**src/rtl/lu_pipe.sv**
```systemverilog
`default_nettype none
// ============================================================================
// Module   : lu_pipe
// Purpose  : Two-stage pipelined bitwise logic unit with valid/ready flow
//            control, registered result and zero/parity flags.
//            Optional accumulate mode (macro LU_PIPE_ACC_EN) substitutes the
//            previous result for operand A on beats with acc=1.
// Ports    : clk, rst          - clock, synchronous active-high reset
//            in_valid/in_ready - operand beat handshake (a, b, op, acc)
//            out_valid/out_ready - result handshake (y, zero, parity)
// Revision : 1.0 - initial release
// ============================================================================
module lu_pipe #(
    parameter int WIDTH = 8
) (
    input  logic             clk,
    input  logic             rst,
    input  logic             in_valid,
    output logic             in_ready,
    input  logic [WIDTH-1:0] a,
    input  logic [WIDTH-1:0] b,
    input  logic [2:0]       op,
    input  logic             acc,
    output logic             out_valid,
    input  logic             out_ready,
    output logic [WIDTH-1:0] y,
    output logic             zero,
    output logic             parity
);

    localparam logic [2:0] c_OP_AND  = 3'b000;
    localparam logic [2:0] c_OP_OR   = 3'b001;
    localparam logic [2:0] c_OP_XOR  = 3'b010;
    localparam logic [2:0] c_OP_ZERO = 3'b011;
    localparam logic [2:0] c_OP_NAND = 3'b100;
    localparam logic [2:0] c_OP_NOR  = 3'b101;
    localparam logic [2:0] c_OP_XNOR = 3'b110;
    localparam logic [2:0] c_OP_NOT  = 3'b111;

    // Stage 1 operand registers
    logic             r_s1_valid;
    logic [WIDTH-1:0] r_s1_a;
    logic [WIDTH-1:0] r_s1_b;
    logic [2:0]       r_s1_op;

    // Stage 2 result registers
    logic             r_out_valid;
    logic [WIDTH-1:0] r_y;
    logic             r_zero;
    logic             r_parity;

    logic             w_s2_can_load;
    logic             w_s2_load;
    logic             w_accept;
    logic [WIDTH-1:0] w_x;
    logic [WIDTH-1:0] w_result;

    // in_ready depends only on pipeline state and out_ready, never on in_valid.
    assign w_s2_can_load = !r_out_valid || out_ready;
    assign w_s2_load     = r_s1_valid && w_s2_can_load;
    assign in_ready      = !r_s1_valid || w_s2_can_load;
    assign w_accept      = in_valid && in_ready;

    always_ff @(posedge clk) begin
        if (rst) begin
            r_s1_valid <= 1'b0;
        end else if (w_accept) begin
            r_s1_valid <= 1'b1;
        end else if (w_s2_load) begin
            r_s1_valid <= 1'b0;
        end
    end

    // Data fields need no reset; they are qualified by r_s1_valid.
    always_ff @(posedge clk) begin
        if (w_accept) begin
            r_s1_a  <= a;
            r_s1_b  <= b;
            r_s1_op <= op;
        end
    end

`ifdef LU_PIPE_ACC_EN
    logic             r_s1_acc;
    logic [WIDTH-1:0] r_acc;

    always_ff @(posedge clk) begin
        if (w_accept) begin
            r_s1_acc <= acc;
        end
    end

    // Tracks the most recent result so back-to-back accumulate beats chain
    // without a stall: the value is ready the same edge the result is.
    always_ff @(posedge clk) begin
        if (rst) begin
            r_acc <= '0;
        end else if (w_s2_load) begin
            r_acc <= w_result;
        end
    end

    assign w_x = r_s1_acc ? r_acc : r_s1_a;
`else
    logic w_unused_acc;
    assign w_unused_acc = acc;
    assign w_x          = r_s1_a;
`endif

    always_comb begin
        w_result = '0;
        case (r_s1_op)
            c_OP_AND:  w_result = w_x & r_s1_b;
            c_OP_OR:   w_result = w_x | r_s1_b;
            c_OP_XOR:  w_result = w_x ^ r_s1_b;
            c_OP_ZERO: w_result = '0;
            c_OP_NAND: w_result = ~(w_x & r_s1_b);
            c_OP_NOR:  w_result = ~(w_x | r_s1_b);
            c_OP_XNOR: w_result = ~(w_x ^ r_s1_b);
            c_OP_NOT:  w_result = ~w_x;
            default:   w_result = '0;
        endcase
    end

    always_ff @(posedge clk) begin
        if (rst) begin
            r_out_valid <= 1'b0;
            r_y         <= '0;
            r_zero      <= 1'b1;
            r_parity    <= 1'b0;
        end else if (w_s2_load) begin
            r_out_valid <= 1'b1;
            r_y         <= w_result;
            r_zero      <= (w_result == '0);
            r_parity    <= ^w_result;
        end else if (w_s2_can_load) begin
            // Result consumed (or never present) and nothing new arriving.
            r_out_valid <= 1'b0;
        end
    end

    assign out_valid = r_out_valid;
    assign y         = r_y;
    assign zero      = r_zero;
    assign parity    = r_parity;

endmodule
`default_nettype wire

```
**config.mk**
```make
export PLATFORM = sky130hd
export DESIGN_NAME = lu_pipe
export DESIGN_NICKNAME = d
export VERILOG_FILES = /design/src/rtl/lu_pipe.sv
export SDC_FILE = /design/constraint.sdc
export NUM_CORES = 1
export LEC_CHECK = 0
export BUFFER_PORTS_ARGS = -buffer_cell sky130_fd_sc_hd__buf_2
export CAP_MARGIN = 20
export CORE_UTILIZATION = 50
export CTS_CLUSTER_SIZE = 28
export DETAILED_ROUTE_END_ITERATION = 10
export PLACE_DENSITY = 0.76
export SYNTH_ARGS = -nofsm -noshare
export SYNTH_HDL_FRONTEND = slang
export SYNTH_SLANG_ARGS = --single-unit
export TNS_END_PERCENT = 1
```
**constraint.sdc**
```tcl
create_clock -name clk -period 1.9 [get_ports clk]
set_input_delay 0.285 -clock clk [delete_from_list [all_inputs] [get_ports clk]]
set_output_delay 0.285 -clock clk [all_outputs]
set_load 0.1 [all_outputs]
```
==> metrics <==
R2R setup slack -0.21 ns; Synth top area share 0.2988; Vias/cell 5.243; synth cell count leaders ha_1, edfxtp_1, nor2_1; Distinct cells, synth 37; Syn Std Cell Area 1909 um2; Die ar. 4070 um2; initial antenna violation count 0; DRC 0; Routed WL per cell 13.00 um; Worst-Skew Late Latency 0.29 ns; post-route cell area 2576 um2; # diodes 0; Root Buffer clkbuf_8; sequential area share after synthesis 0.4246; Top FF cell, synth edfxtp_1; Final HPWL DP 2498 um; clock buffer depth 2; TritonCTS clock tree done; Tot Pwr 1.959 mW; Syn Area/Cell 10.43 um2; Die W 63.80 um; critical path startpoint category flip-flop; EDFF count, synth 19; Syn Inst Count 183; P_leak 1.177 nW; first-pass GRT wire length 6030 um; #FFs+latches synth 31; Global Route Usage Sum 0.1900; CTS H-tree lvls 2; Core Rows 22; Final min period 2.113 ns; status finished with violations; area delta synth->final 34.93%; CP endpoint kind flip-flop; CTS Buf Count 5; Max Clock Skew 0.005444 ns; Syn. warnings 0; WS Path Type reg -> reg; die height 63.80 um; Highest Clock Rate 473.2 MHz; Worst-path clk slew 0.07 ns; Hold Path Class in -> reg; Antenna Nets Post-Route 0; failing checks setup timing; Final Wtd Congestion 0.7829; Starting Density 0.5215; # setup viols final 2; final setup TNS -0.3147 ns; vias 1,552; crit-path max FO 16; post-route setup slack -0.2133 ns; PD cells 760.4 nW/um2; vias in the first global route 1,450; RSZ-0062 raised after global routing yes; Initial DRC Count 85; async set-reset flop share out of synthesis 0; largest net degree at the start of global routing 34; final hold vios 0; Period Utilization, post-route 1.112; Maximum Capacitance Violations 0; core area 3661 um2; Worst Tran Pin Value 0.4912 ns; synth top area cells edfxtp_1, ha_1, dfxtp_1; Area after DPL 2268 um2; number of I/O pins 36; GR Overflow Total 0; Worst Path Arrival 2.32 ns; Max-slew headroom 0.6719; Peak VDD IR 511.3 uV; clock sinks 31; final net count 291; largest area contributor in the netlist edfxtp_1; port bufs 34; Pre-Repair DR Iteration Count 4; Critical Path RT 2.11 ns; Slew Viols, Final 0; count leader, synth ha_1; CTS Hold Bufs 0; wirelength, routed 3849 um; layout cells sized above 1 0.4315; syn nets 227
[power by group]
group	internal [mW]	leakage [nW]	switching (mW)
Sequential	0.759	0.285	0.0283
Clock	0.330	0.0515	0.243
Combinational	0.265	0.840	0.333
[worst max-delay path, cell delays in order, from the launching register on]
cell and delay [ns]:
edfxtp_1 0.43, buf_4 0.18, clkbuf_16 0.17, nor2_1 0.15
a21oi_1 0.07, o221ai_2 0.21, nand2_1 0.14, ha_4 0.24
xnor2_2 0.13, xnor2_1 0.12, a211oi_1 0.21
[flip-flops by register name (all words and copies together), names as in the netlist]
signal      count
out_valid       1
parity          1
r_s1_a          8
r_s1_b          8
r_s1_op         3
r_s1_valid      1
y               8
zero            1
[routing by layer]
layer  track usage  up-vias  wire length (um)
met3       0.05536        4               165
li1              -      774                 -
met4       0.06534        0                38
met5             0        -                 0
met1        0.2102      733              1607
met2        0.3431       41              2038
[final timing paths]
| check | endpoint | cells past startpoint | start |
|---|---|---|---|
| hold reg to reg | zero$_SDFFE_PP1P_ | 1 | zero$_SDFFE_PP1P_ |
| hold / removal | r_s1_op[0]$_DFFE_PP_ | 1 | op[0] |
| setup / recovery | parity$_SDFFE_PP0P_ | 10 | r_s1_op[0]$_DFFE_PP_ |
| setup reg to reg | parity$_SDFFE_PP0P_ | 10 | r_s1_op[0]$_DFFE_PP_ |
[metrics by stage]
step / hold WS (ns) / utilization / setup slack [ns] / instances
after floorplan: 0.3839 / - / -0.1498 / 183
after global placement: 0.4506 / 0.6196 / -0.1912 / 280
after detailed placement: 0.4484 / 0.6196 / -0.2219 / 280
after CTS: 0.1624 / 0.6699 / -0.1532 / 293
after global routing: 0.1608 / 0.7037 / -0.3553 / 296
final: 0.1675 / 0.7037 / -0.2133 / 296
[kinds of logic (layout without fill, tap and decap cells)]
group | Yosys count | after routing | share of synthesized area
AND/OR/NAND/NOR | 53 | 53 | 0.1494
XOR/XNOR | 5 | 5 | 0.02293
adder cells (fa/ha/maj) | 20 | 20 | 0.1311
AO/OA/AOI/OAI | 39 | 39 | 0.1540
flip-flops | 31 | 31 | 0.4246
multiplexers | 8 | 8 | 0.04325
buffers and inverters | 27 | 92 | 0.07471
[cell usage in the layout (no fill, tap or decap), drive strengths merged, types with 3 or more instances in the layout]
cell type	synthesis	final
buf	7	66
ha	20	20
edfxtp	19	19
nor2	19	19
inv	17	17
a21oi	15	15
dfxtp	12	12
clkbuf	3	9
nand2	8	8
o221ai	6	6
mux2i	6	6
and2b	5	5
nor2b	5	5
xnor2	5	5
a32o	4	4
o21ai	4	4
a211o	3	3
or2	3	3
nand2b	3	3
[layout make-up]
class	count	area [um2]
Inverter	17	63.81
Multi-Input combinational cell	125	1090
Clock buffer	8	100.1
Sequential cell	31	814.5
Fill cell	268	1085
Tap cell	48	60.06
Timing Repair Buffer	67	447.9
[timing repair]
action / 4_1_cts / 5_1_grt
buffers inserted: 5 / 2
endpoints found under the setup margin: 2 / 2
cloned: 0 / 1
pin swaps: 7 / 2
resized for setup: 7 / 10
Note: power is estimated with default switching activity, not from simulation.
